$ cat src/rtl/mio_bus_arbiter_pkg.sv
// Shared encodings for the memory/IO port arbiter: FSM states and grant codes.
package mio_bus_arbiter_pkg;

    typedef enum logic [1:0] {
        ARB_IDLE = 2'd0,
        ARB_BUSY = 2'd1,
        ARB_RESP = 2'd2
    } arb_state_e;

    typedef enum logic {
        GNT_IF = 1'b0,
        GNT_D  = 1'b1
    } grant_e;

endpackage

$ cat src/rtl/mio_arb_starve.sv
// Fetch-vs-data priority decision with a saturating starvation counter.
module mio_arb_starve #(
    parameter int STARVE_MAX = 4
) (
    input  logic clk,
    input  logic rst_n,
    input  logic arb_en_i,
    input  logic if_req_i,
    input  logic d_req_i,
    output logic grant_d_o
);
    localparam int SW = $clog2(STARVE_MAX + 1);
    localparam logic [SW-1:0] STARVE_LIM = SW'(STARVE_MAX);

    logic [SW-1:0] starve_q;
    logic [SW-1:0] starve_d;
    logic          starved;

    assign starved   = (starve_q == STARVE_LIM);
    // Data wins by default; fetch only preempts once it has lost STARVE_MAX times in a row.
    assign grant_d_o = d_req_i & ~(if_req_i & starved);

    always_comb begin
        starve_d = starve_q;
        if (arb_en_i) begin
            if (if_req_i & ~grant_d_o) begin
                starve_d = '0;
            end else if (if_req_i & d_req_i & ~starved) begin
                starve_d = starve_q + SW'(1);
            end
        end
    end

    always_ff @(posedge clk or negedge rst_n) begin
        if (!rst_n) begin
            starve_q <= '0;
        end else begin
            starve_q <= starve_d;
        end
    end

endmodule

$ cat src/rtl/mio_bus_arbiter.sv
// Shares one memory/IO bus port between instruction fetch and data load/store.
// Optional access timeout is enabled with `define MIO_ARB_TIMEOUT_EN.
module mio_bus_arbiter
    import mio_bus_arbiter_pkg::*;
#(
    parameter int AW             = 32,
    parameter int DW             = 32,
    parameter int STARVE_MAX     = 4,
    parameter int TIMEOUT_CYCLES = 255
) (
    input  logic            clk,
    input  logic            rst_n,
    input  logic            if_req,
    input  logic [AW-1:0]   if_addr,
    output logic            if_done,
    input  logic            d_req,
    input  logic            d_we,
    input  logic [DW/8-1:0] d_be,
    input  logic [AW-1:0]   d_addr,
    input  logic [DW-1:0]   d_wdata,
    output logic            d_done,
    output logic [DW-1:0]   rdata,
    output logic            bus_req,
    output logic            bus_we,
    output logic [AW-1:0]   bus_addr,
    output logic [DW-1:0]   bus_wdata,
    output logic [DW/8-1:0] bus_be,
    input  logic [DW-1:0]   bus_rdata,
    input  logic            bus_ready,
    output logic            busy,
    output logic            err
);
    localparam int BW = DW / 8;

    arb_state_e       state_q;
    grant_e           gnt_q;
    logic             we_q;
    logic             bus_req_q;
    logic             bus_we_q;
    logic [AW-1:0]    bus_addr_q;
    logic [DW-1:0]    bus_wdata_q;
    logic [BW-1:0]    bus_be_q;
    logic [DW-1:0]    rdata_q;
    logic             if_done_q;
    logic             d_done_q;
    logic             grant_d;

    mio_arb_starve #(
        .STARVE_MAX (STARVE_MAX)
    ) u_starve (
        .clk       (clk),
        .rst_n     (rst_n),
        .arb_en_i  (state_q == ARB_IDLE),
        .if_req_i  (if_req),
        .d_req_i   (d_req),
        .grant_d_o (grant_d)
    );

`ifdef MIO_ARB_TIMEOUT_EN
    localparam int TMO_W = $clog2(TIMEOUT_CYCLES + 1);
    localparam logic [TMO_W-1:0] TMO_LAST = TMO_W'(TIMEOUT_CYCLES - 1);
    logic [TMO_W-1:0] tmo_q;
    logic             err_q;
    assign err = err_q;
`else
    assign err = 1'b0;
`endif

    always_ff @(posedge clk or negedge rst_n) begin
        if (!rst_n) begin
            state_q     <= ARB_IDLE;
            gnt_q       <= GNT_IF;
            we_q        <= 1'b0;
            bus_req_q   <= 1'b0;
            bus_we_q    <= 1'b0;
            bus_addr_q  <= '0;
            bus_wdata_q <= '0;
            bus_be_q    <= '0;
            rdata_q     <= '0;
            if_done_q   <= 1'b0;
            d_done_q    <= 1'b0;
`ifdef MIO_ARB_TIMEOUT_EN
            tmo_q       <= '0;
            err_q       <= 1'b0;
`endif
        end else begin
            if_done_q <= 1'b0;
            d_done_q  <= 1'b0;
`ifdef MIO_ARB_TIMEOUT_EN
            err_q     <= 1'b0;
`endif
            case (state_q)
                ARB_IDLE: begin
                    if (if_req | d_req) begin
                        state_q   <= ARB_BUSY;
                        bus_req_q <= 1'b1;
`ifdef MIO_ARB_TIMEOUT_EN
                        tmo_q     <= '0;
`endif
                        if (grant_d) begin
                            gnt_q       <= GNT_D;
                            we_q        <= d_we;
                            bus_we_q    <= d_we;
                            bus_addr_q  <= d_addr;
                            bus_wdata_q <= d_wdata;
                            bus_be_q    <= d_be;
                        end else begin
                            gnt_q       <= GNT_IF;
                            we_q        <= 1'b0;
                            bus_we_q    <= 1'b0;
                            bus_addr_q  <= if_addr;
                            bus_wdata_q <= '0;
                            bus_be_q    <= '1;
                        end
                    end
                end
                ARB_BUSY: begin
                    // Ready is checked first so a completion on the limit cycle is never reported as a timeout.
                    if (bus_ready) begin
                        state_q   <= ARB_RESP;
                        bus_req_q <= 1'b0;
                        bus_we_q  <= 1'b0;
                        rdata_q   <= we_q ? '0 : bus_rdata;
                        if_done_q <= (gnt_q == GNT_IF);
                        d_done_q  <= (gnt_q == GNT_D);
                    end
`ifdef MIO_ARB_TIMEOUT_EN
                    else if (tmo_q == TMO_LAST) begin
                        state_q   <= ARB_RESP;
                        bus_req_q <= 1'b0;
                        bus_we_q  <= 1'b0;
                        rdata_q   <= '0;
                        err_q     <= 1'b1;
                        if_done_q <= (gnt_q == GNT_IF);
                        d_done_q  <= (gnt_q == GNT_D);
                    end else begin
                        tmo_q <= tmo_q + TMO_W'(1);
                    end
`endif
                end
                ARB_RESP: begin
                    state_q <= ARB_IDLE;
                end
                default: begin
                    state_q <= ARB_IDLE;
                end
            endcase
        end
    end

    assign busy      = (state_q != ARB_IDLE);
    assign bus_req   = bus_req_q;
    assign bus_we    = bus_we_q;
    assign bus_addr  = bus_addr_q;
    assign bus_wdata = bus_wdata_q;
    assign bus_be    = bus_be_q;
    assign rdata     = rdata_q;
    assign if_done   = if_done_q;
    assign d_done    = d_done_q;

endmodule
$ cat config.mk
export PLATFORM = sky130hd
export DESIGN_NAME = mio_bus_arbiter
export DESIGN_NICKNAME = d
export VERILOG_FILES = /design/src/rtl/mio_bus_arbiter_pkg.sv /design/src/rtl/mio_arb_starve.sv /design/src/rtl/mio_bus_arbiter.sv
export SDC_FILE = /design/constraint.sdc
export NUM_CORES = 1
export LEC_CHECK = 0
export ABC_AREA = 1
export BUFFER_PORTS_ARGS = -buffer_cell sky130_fd_sc_hd__buf_2
export CORE_MARGIN = 4
export CORE_UTILIZATION = 46
export CTS_CLUSTER_DIAMETER = 100
export DETAILED_ROUTE_END_ITERATION = 12
export HOLD_SLACK_MARGIN = 0.08
export PLACE_DENSITY = 0.84
export RECOVER_POWER = 50
export SLEW_MARGIN = 20
export SYNTH_ARGS = -nofsm -noshare
export SYNTH_HDL_FRONTEND = slang
export SYNTH_SLANG_ARGS = --single-unit
$ cat constraint.sdc
create_clock -name clk -period 2.1 [get_ports clk]
set_clock_uncertainty 0.15 [all_clocks]
set_input_delay 0.42 -clock clk [delete_from_list [all_inputs] [get_ports clk]]
set_output_delay 0.42 -clock clk [all_outputs]
set_load 0.01 [all_outputs]
==> results of run 1 <==
[through the flow]
stage	setup WS (ps)	cells	utilization, %	instance area, µm²	hold slack (ps)
after floorplan	631	622	-	4930	-25.6
after global placement	475	980	60.7	6290	203
after detailed placement	442	980	60.7	6290	209
after CTS	187	1009	64.0	6640	84.4
after global routing	129	1009	63.2	6550	87.9
final	231	1009	63.2	6550	102
[cells in the mapped netlist, types with 3 or more instances]
library cell / count / area, µm²
o21ai_0: 34 / 170
buf_4: 4 / 30.0
clkbuf_1: 12 / 45.0
buf_6: 3 / 33.8
buf_2: 15 / 75.1
nand3_1: 67 / 335
inv_1: 73 / 274
o21ai_1: 4 / 20.0
dfrtp_1: 111 / 2780
nor2_1: 7 / 26.3
nand2_1: 281 / 1050
[routing by layer]
metal	share of wire, %	GRT usage [%]	vias up
li1	-	-	2373
met1	41	27.5	2162
met2	48	36.3	195
met3	7.2	4.46	35
met4	3.2	8.43	0
met5	0	0	-
[worst paths after layout]
check	slack, ps	depth (start not counted)	from	to
min in group asynchronous	480	2	rst_n	bus_wdata[13]
max in group asynchronous	340	3	rst_n	bus_addr[1]
max	230	3	state_q[0]	busy
min reg2reg	330	2	bus_req	bus_req
min	100	3	d_wdata[11]	bus_wdata[11]
max reg2reg	370	4	state_q[1]	rdata[6]
[sequential cells by signal (all words and copies together), names as in the netlist]
name,count
if_done,1
bus_be,4
u_starve.starve_q,3
gnt_q,1
d_done,1
bus_req,1
we_q,1
bus_addr,32
state_q,2
bus_wdata,32
bus_we,1
rdata,32
[area by class of cell]
cell class	instances	area share, %
flip-flops and latches	111	42.4
multi-input cells	403	26.0
repair buffers	271	21.7
inverters	73	4.18
well taps	136	2.60
clock buffers	9	1.89
clock inverters	6	1.22
[repair_timing]
| item | 4_1_cts | 5_1_grt |
|---|---|---|
| hold buffers | 14 | 0 |
| endpoints found under the hold margin | 37 | 0 |
| setup buffers | 0 | 0 |
| endpoints found under the setup margin | 0 | 0 |
| resized for setup | 0 | 0 |
[power by group]
group | internal (mW) | switching [mW]
clock network | 0.567 | 0.733
logic | 1.33 | 2.27
registers | 3.09 | 0.517
[logic make-up after synthesis]
family                   Yosys count
other                              1
AO/OA/AOI/OAI                     39
buffers and inverters            108
flip-flops                       111
AND/OR/NAND/NOR                  361
adder cells (fa/ha/maj)            2
[worst max-delay path, stage by stage (launching register included)]
cell     delay, ps
dfrtp_1        420
nor2_4         190
inv_1          160
buf_2          180
==> impl_summary.log, run 1 <==
[metrics] Max-Cap Viols: 0
[metrics] Post-Synth Adder-Cell Area: 0.507%
[metrics] total number of placement rows: 37
[metrics] remaining global-route overflow: 0
[metrics] post-synthesis sequential element count: 111
[metrics] vias in the first global route: 4675
[metrics] gp weighted congestion: 0.809
[metrics] leading cell type in the layout, fill and taps excluded: nand2_1
[metrics] area of the die: 12400 µm²
[metrics] area taken by flip-flops and latches: 2780 µm²
[metrics] power per unit of standard cell area: 1300 nW/µm²
[metrics] Chip Width: 112 µm
[metrics] Inserted Clock Buffers: 9
[metrics] count of different cell masters after synthesis: 20
[metrics] number of antenna violations at the first check in global routing: 0
[metrics] crit path capture type: output port
[metrics] Static Leak: 3.92 nW
[metrics] Fmax: 535 MHz
[metrics] Hold Violations, Final: 0
[metrics] number of DRC markers after the initial detailed-route iteration: 326
[metrics] Most used DFF post-synth: dfrtp_1
[metrics] Slew @ Worst Pin: 681 ps
[metrics] final count of negative-setup-slack endpoints: 0
[metrics] number of enable-type register cells in the synthesized netlist: 0
[metrics] Slew headroom: 54.6%
[metrics] Final Power: 8.51 mW
[metrics] Synth Area in Simple Gates: 29.7%
[metrics] mean cell area of the mapped netlist: 7.93 µm²
[metrics] maximum net fanout on the critical path: 5
[metrics] classification of the worst-slack hold path: input pin to flip-flop
[metrics] share of the clock period used by the worst path: 89.0%
[metrics] input/output buffers: 242
[metrics] area of the multi-input gates: 1700 µm²
[metrics] post-detailed-route via-to-cell ratio: 4.72
[metrics] sequential fraction of the synthesis area: 56.3%
[metrics] minimum period implied by the final worst setup slack: 1870 ps
[metrics] maximum number of pins on one net before global-route repair: 65
[metrics] synthesized netlist cell count: 622
[metrics] fraction of the mapped netlist area in compound gates: 4.03%
[metrics] core area: 10400 µm²
[metrics] category of the critical setup timing path: flip-flop to output port
[metrics] sum of net half-perimeters after detailed placement: 10100 µm
[metrics] DRC violation count after routing: 0
[metrics] combinational family with the most area after synthesis: simple AND/OR/NAND/NOR gates
[metrics] clk_lat worst skew: 360 ps
[metrics] drt pass-1 iters: 4
[metrics] number of fill cells in the layout: 959
[metrics] Boundary Pins: 244
[metrics] Global Route Usage Sum: 21.6%
[metrics] Max IR drop VDD: 0.000591 V
[metrics] YS warnings: 0
[metrics] Worst EP arrival: 1300 ps
[metrics] count of H-tree levels built during CTS: 3
[metrics] detailed-route wire length: 13400 µm
[metrics] Avg WL per Cell: 13.3 µm
[metrics] NumNets Final: 1009
[metrics] floorplan die height: 112 µm
[metrics] clk root buf: clkbuf_8
[metrics] count of antenna diodes in the layout: 0
[metrics] Fin Setup TNS: 0 ps
[metrics] commonest cells after routing, fill and taps aside: nand2_1 (281), buf_2 (202), dfrtp_1 (111), inv_1 (73), nand3_1 (67)
[metrics] mux share of post-synthesis cell area: 0%
[metrics] Synth Cell Area: 4930 µm²
[metrics] global-route wire length before repair: 22200 µm
[metrics] Post-Syn Nets: 762
[metrics] Sink Count: 111
[metrics] xor/xnor share of the synthesized area: 0%
[metrics] starting density of the core: 47.6%
[metrics] Via Count: 4765
[metrics] status: complete, no violations
[metrics] fraction of registers with async set/reset: 100%
[metrics] Bufs on Longest Clock Path: 2
[metrics] CTS tree: built
[metrics] area growth from synthesis to layout: 32.8%
[metrics] proportion of layout cells with a drive suffix above 1: 27.3%
[metrics] critical path data required time: 1530 ps
[metrics] CP startpoint kind: flip-flop
[metrics] remaining antenna violation count: 0
[metrics] Final Max Tran Viols: 0
[metrics] unrepaired setup endpoints after global routing: no
[metrics] clock transition at the registers of the reported paths: 110 ps
Note: power is estimated with default switching activity, not from simulation.
==> inputs of run 2 (changes only) <==
Settings changed: CORE_UTILIZATION 46 to 50, PLACE_DENSITY 0.84 to 0.9.
Clock period 2.1 ns to 2.4 ns, I/O delays scaled along.
==> run 2 against run 1 <==
Combinational power is 13% lower. Worst setup slack gained 230 ps. First-iteration DRC count is 2.8% higher. Sequential share of layout area increased by 1.0 points. Final cell count is 2.3% lower. Critical endpoint unchanged.
==> impl_summary.log, run 2 (synthesis gave the netlist of run 1 again) <==
[metrics] vias in the first global route: 4464 (-4.5%)
[metrics] Max IR drop VDD: 0.000549 V (-7.2%)
[metrics] detailed-route wire length: 13200 µm (-1.6%)
[metrics] Slew @ Worst Pin: 1050 ps (+370 ps)
[metrics] global-route wire length before repair: 21200 µm (-4.7%)
[metrics] Boundary Pins: 244 (unchanged)
[metrics] area of the die: 11500 µm² (-7.4%)
[metrics] drt pass-1 iters: 4 (unchanged)
[metrics] buffer count from post-CTS setup fixing: 0 (unchanged)
[metrics] NumNets Final: 992 (-1.7%)
[metrics] crit path capture type: output port
[metrics] setup slack of the most critical reg-to-reg path: 510 ps (+140 ps)
[metrics] timing endpoint of the critical path: busy
[metrics] classification of the worst-slack hold path: input pin to flip-flop
[metrics] Hold Violations, Final: 0 (unchanged)
[metrics] number of antenna violations at the first check in global routing: 0 (unchanged)
[metrics] category of the critical setup timing path: flip-flop to output port
[metrics] Global Route Usage Sum: 22.9% (+1.3 points)
[metrics] Static Leak: 3.85 nW (-1.8%)
[metrics] unrepaired setup endpoints after global routing: no
[metrics] Via Count: 4636 (-2.7%)
[metrics] post-detailed-route via-to-cell ratio: 4.70 (-0.44%)
[metrics] commonest cells after routing, fill and taps aside: nand2_1 (281), buf_2 (201), dfrtp_1 (111), inv_1 (73), nand3_1 (67)
[metrics] minimum period implied by the final worst setup slack: 1940 ps
[metrics] clk_lat worst skew: 350 ps (about the same)
[metrics] clk root buf: clkbuf_8
[metrics] WHS Path Cells: 3 (unchanged)
[metrics] gp weighted congestion: 0.817 (+1.0%)
[metrics] final count of negative-setup-slack endpoints: 0 (unchanged)
[metrics] FF-to-FF path depth: 8 (+4)
[metrics] share of the clock period used by the worst path: 80.9%
[metrics] Sink Count: 111 (unchanged)
[metrics] Avg WL per Cell: 13.4 µm (+0.66%)
[metrics] Final Power: 7.33 mW (-14%)
[metrics] maximum number of pins on one net before global-route repair: 53 (-18%)
[metrics] Bufs on Longest Clock Path: 2 (unchanged)
[metrics] Reg2Reg Capture Point: bus_wdata[16]
[metrics] first element of the critical path: state_q[0]
[metrics] number of DRC markers after the initial detailed-route iteration: 335 (+2.8%)
[metrics] remaining antenna violation count: 0 (unchanged)
[metrics] proportion of layout cells with a drive suffix above 1: 27.2% (-0.074 points)
[metrics] critical path data required time: 1770 ps (+240 ps)
[metrics] count of H-tree levels built during CTS: 3 (unchanged)
[metrics] Worst EP arrival: 1310 ps (about the same)
[metrics] CP startpoint kind: flip-flop
[metrics] power per unit of standard cell area: 1150 nW/µm² (-12%)
[metrics] maximum net fanout on the critical path: 5 (unchanged)
[metrics] DRC violation count after routing: 0 (unchanged)
[metrics] launch point of the worst reg-to-reg path: u_starve.starve_q[0]
[metrics] Final Max Tran Viols: 0 (unchanged)
[metrics] floorplan die height: 107 µm (-3.8%)
[metrics] Chip Width: 107 µm (-3.8%)
[metrics] Max-Cap Viols: 0 (unchanged)
[metrics] Fin Setup TNS: 0 ps (unchanged)
[metrics] count of antenna diodes in the layout: 0 (unchanged)
[metrics] Slew headroom: 29.9% (-25 points)
[metrics] Inserted Clock Buffers: 9 (unchanged)
[metrics] Fmax: 515 MHz
[metrics] clock transition at the registers of the reported paths: 110 ps (about the same)
[metrics] WHS: 157 ps (+54.6 ps)
[metrics] core area: 9420 µm² (-9.2%)
[metrics] starting density of the core: 52.4% (+4.8 points)
[metrics] input/output buffers: 242 (unchanged)
[metrics] leading cell type in the layout, fill and taps excluded: nand2_1
[metrics] CTS tree: built
[metrics] sum of net half-perimeters after detailed placement: 9960 µm (-1.2%)
[metrics] status: complete, no violations
[metrics] remaining global-route overflow: 0 (unchanged)
[metrics] total number of placement rows: 35 (-5.4%)
[metrics] area growth from synthesis to layout: 29.7%
-- run 2: cell types whose count changed in the layout (fill, tap and decap cells not counted), moves of 2 or more --
cell,previous run,this run
buf_4,9,6
clkbuf_2,3,1
dlygate4sd3_1,14,1
buf_12,1,4
clkbuf_1,40,42
-- run 2: worst min path at each step --
stage | start | endpoint | slack [ps]
finish | d_wdata[17] | bus_wdata[17] | 160
global route | d_wdata[29] | bus_wdata[29] | 140
CTS | d_wdata[22] | bus_wdata[22] | 140
detailed placement | rst_n | bus_wdata[24] | 290
global placement | rst_n | bus_wdata[24] | 290
floorplan | rst_n | bus_addr[0] | 30
-- run 2: area by class of cell --
type / instances / area [µm²]
Clock buffer: 10 / 128
Clock inverter: 6 / 56.3
Fill cell: 816 / 3020
Inverter: 73 / 274
Multi-Input combinational cell: 403 / 1700
Sequential cell: 111 / 2780
Tap cell: 129 / 161
Timing Repair Buffer: 254 / 1300
-- run 2: what timing repair did --
item / 4_1_cts / 5_1_grt
hold buffers: 1 / 0
resized for setup: 0 / 0
endpoints found under the hold margin: 27 / 0
-- run 2: worst max-delay path, cell delays in order (launching register included) --
cell     delay (ps)
dfrtp_1         420
nor2_4          190
inv_1           170
buf_2           180
-- run 2: report_power, final --
group / internal [mW] / total (mW) / leakage [nW] / switching [mW]
sequential: 2.71 / 3.17 / 1.39 / 0.459
combinational: 1.14 / 3.13 / 2.36 / 1.99
clock: 0.397 / 1.04 / 0.0940 / 0.638
-- run 2: through the flow --
stage               instance area [µm²]  cells  setup slack, ps  utilization (%)
detailed placement                 6260    969              511             66.5
global route                       6400    986              351             68.0
floorplan                          4930    622              931                -
global placement                   6260    969              609             66.5
finish                             6400    986              458             68.0
CTS                                6460    986              441             68.6
-- run 2: layer usage --
layer	track usage, %	vias to the layer above	routed length, µm
li1	-	2344	-
met1	29.1	2098	5320
met2	40.8	179	6750
met3	3.12	15	931
met4	6.49	0	199
met5	0	-	0
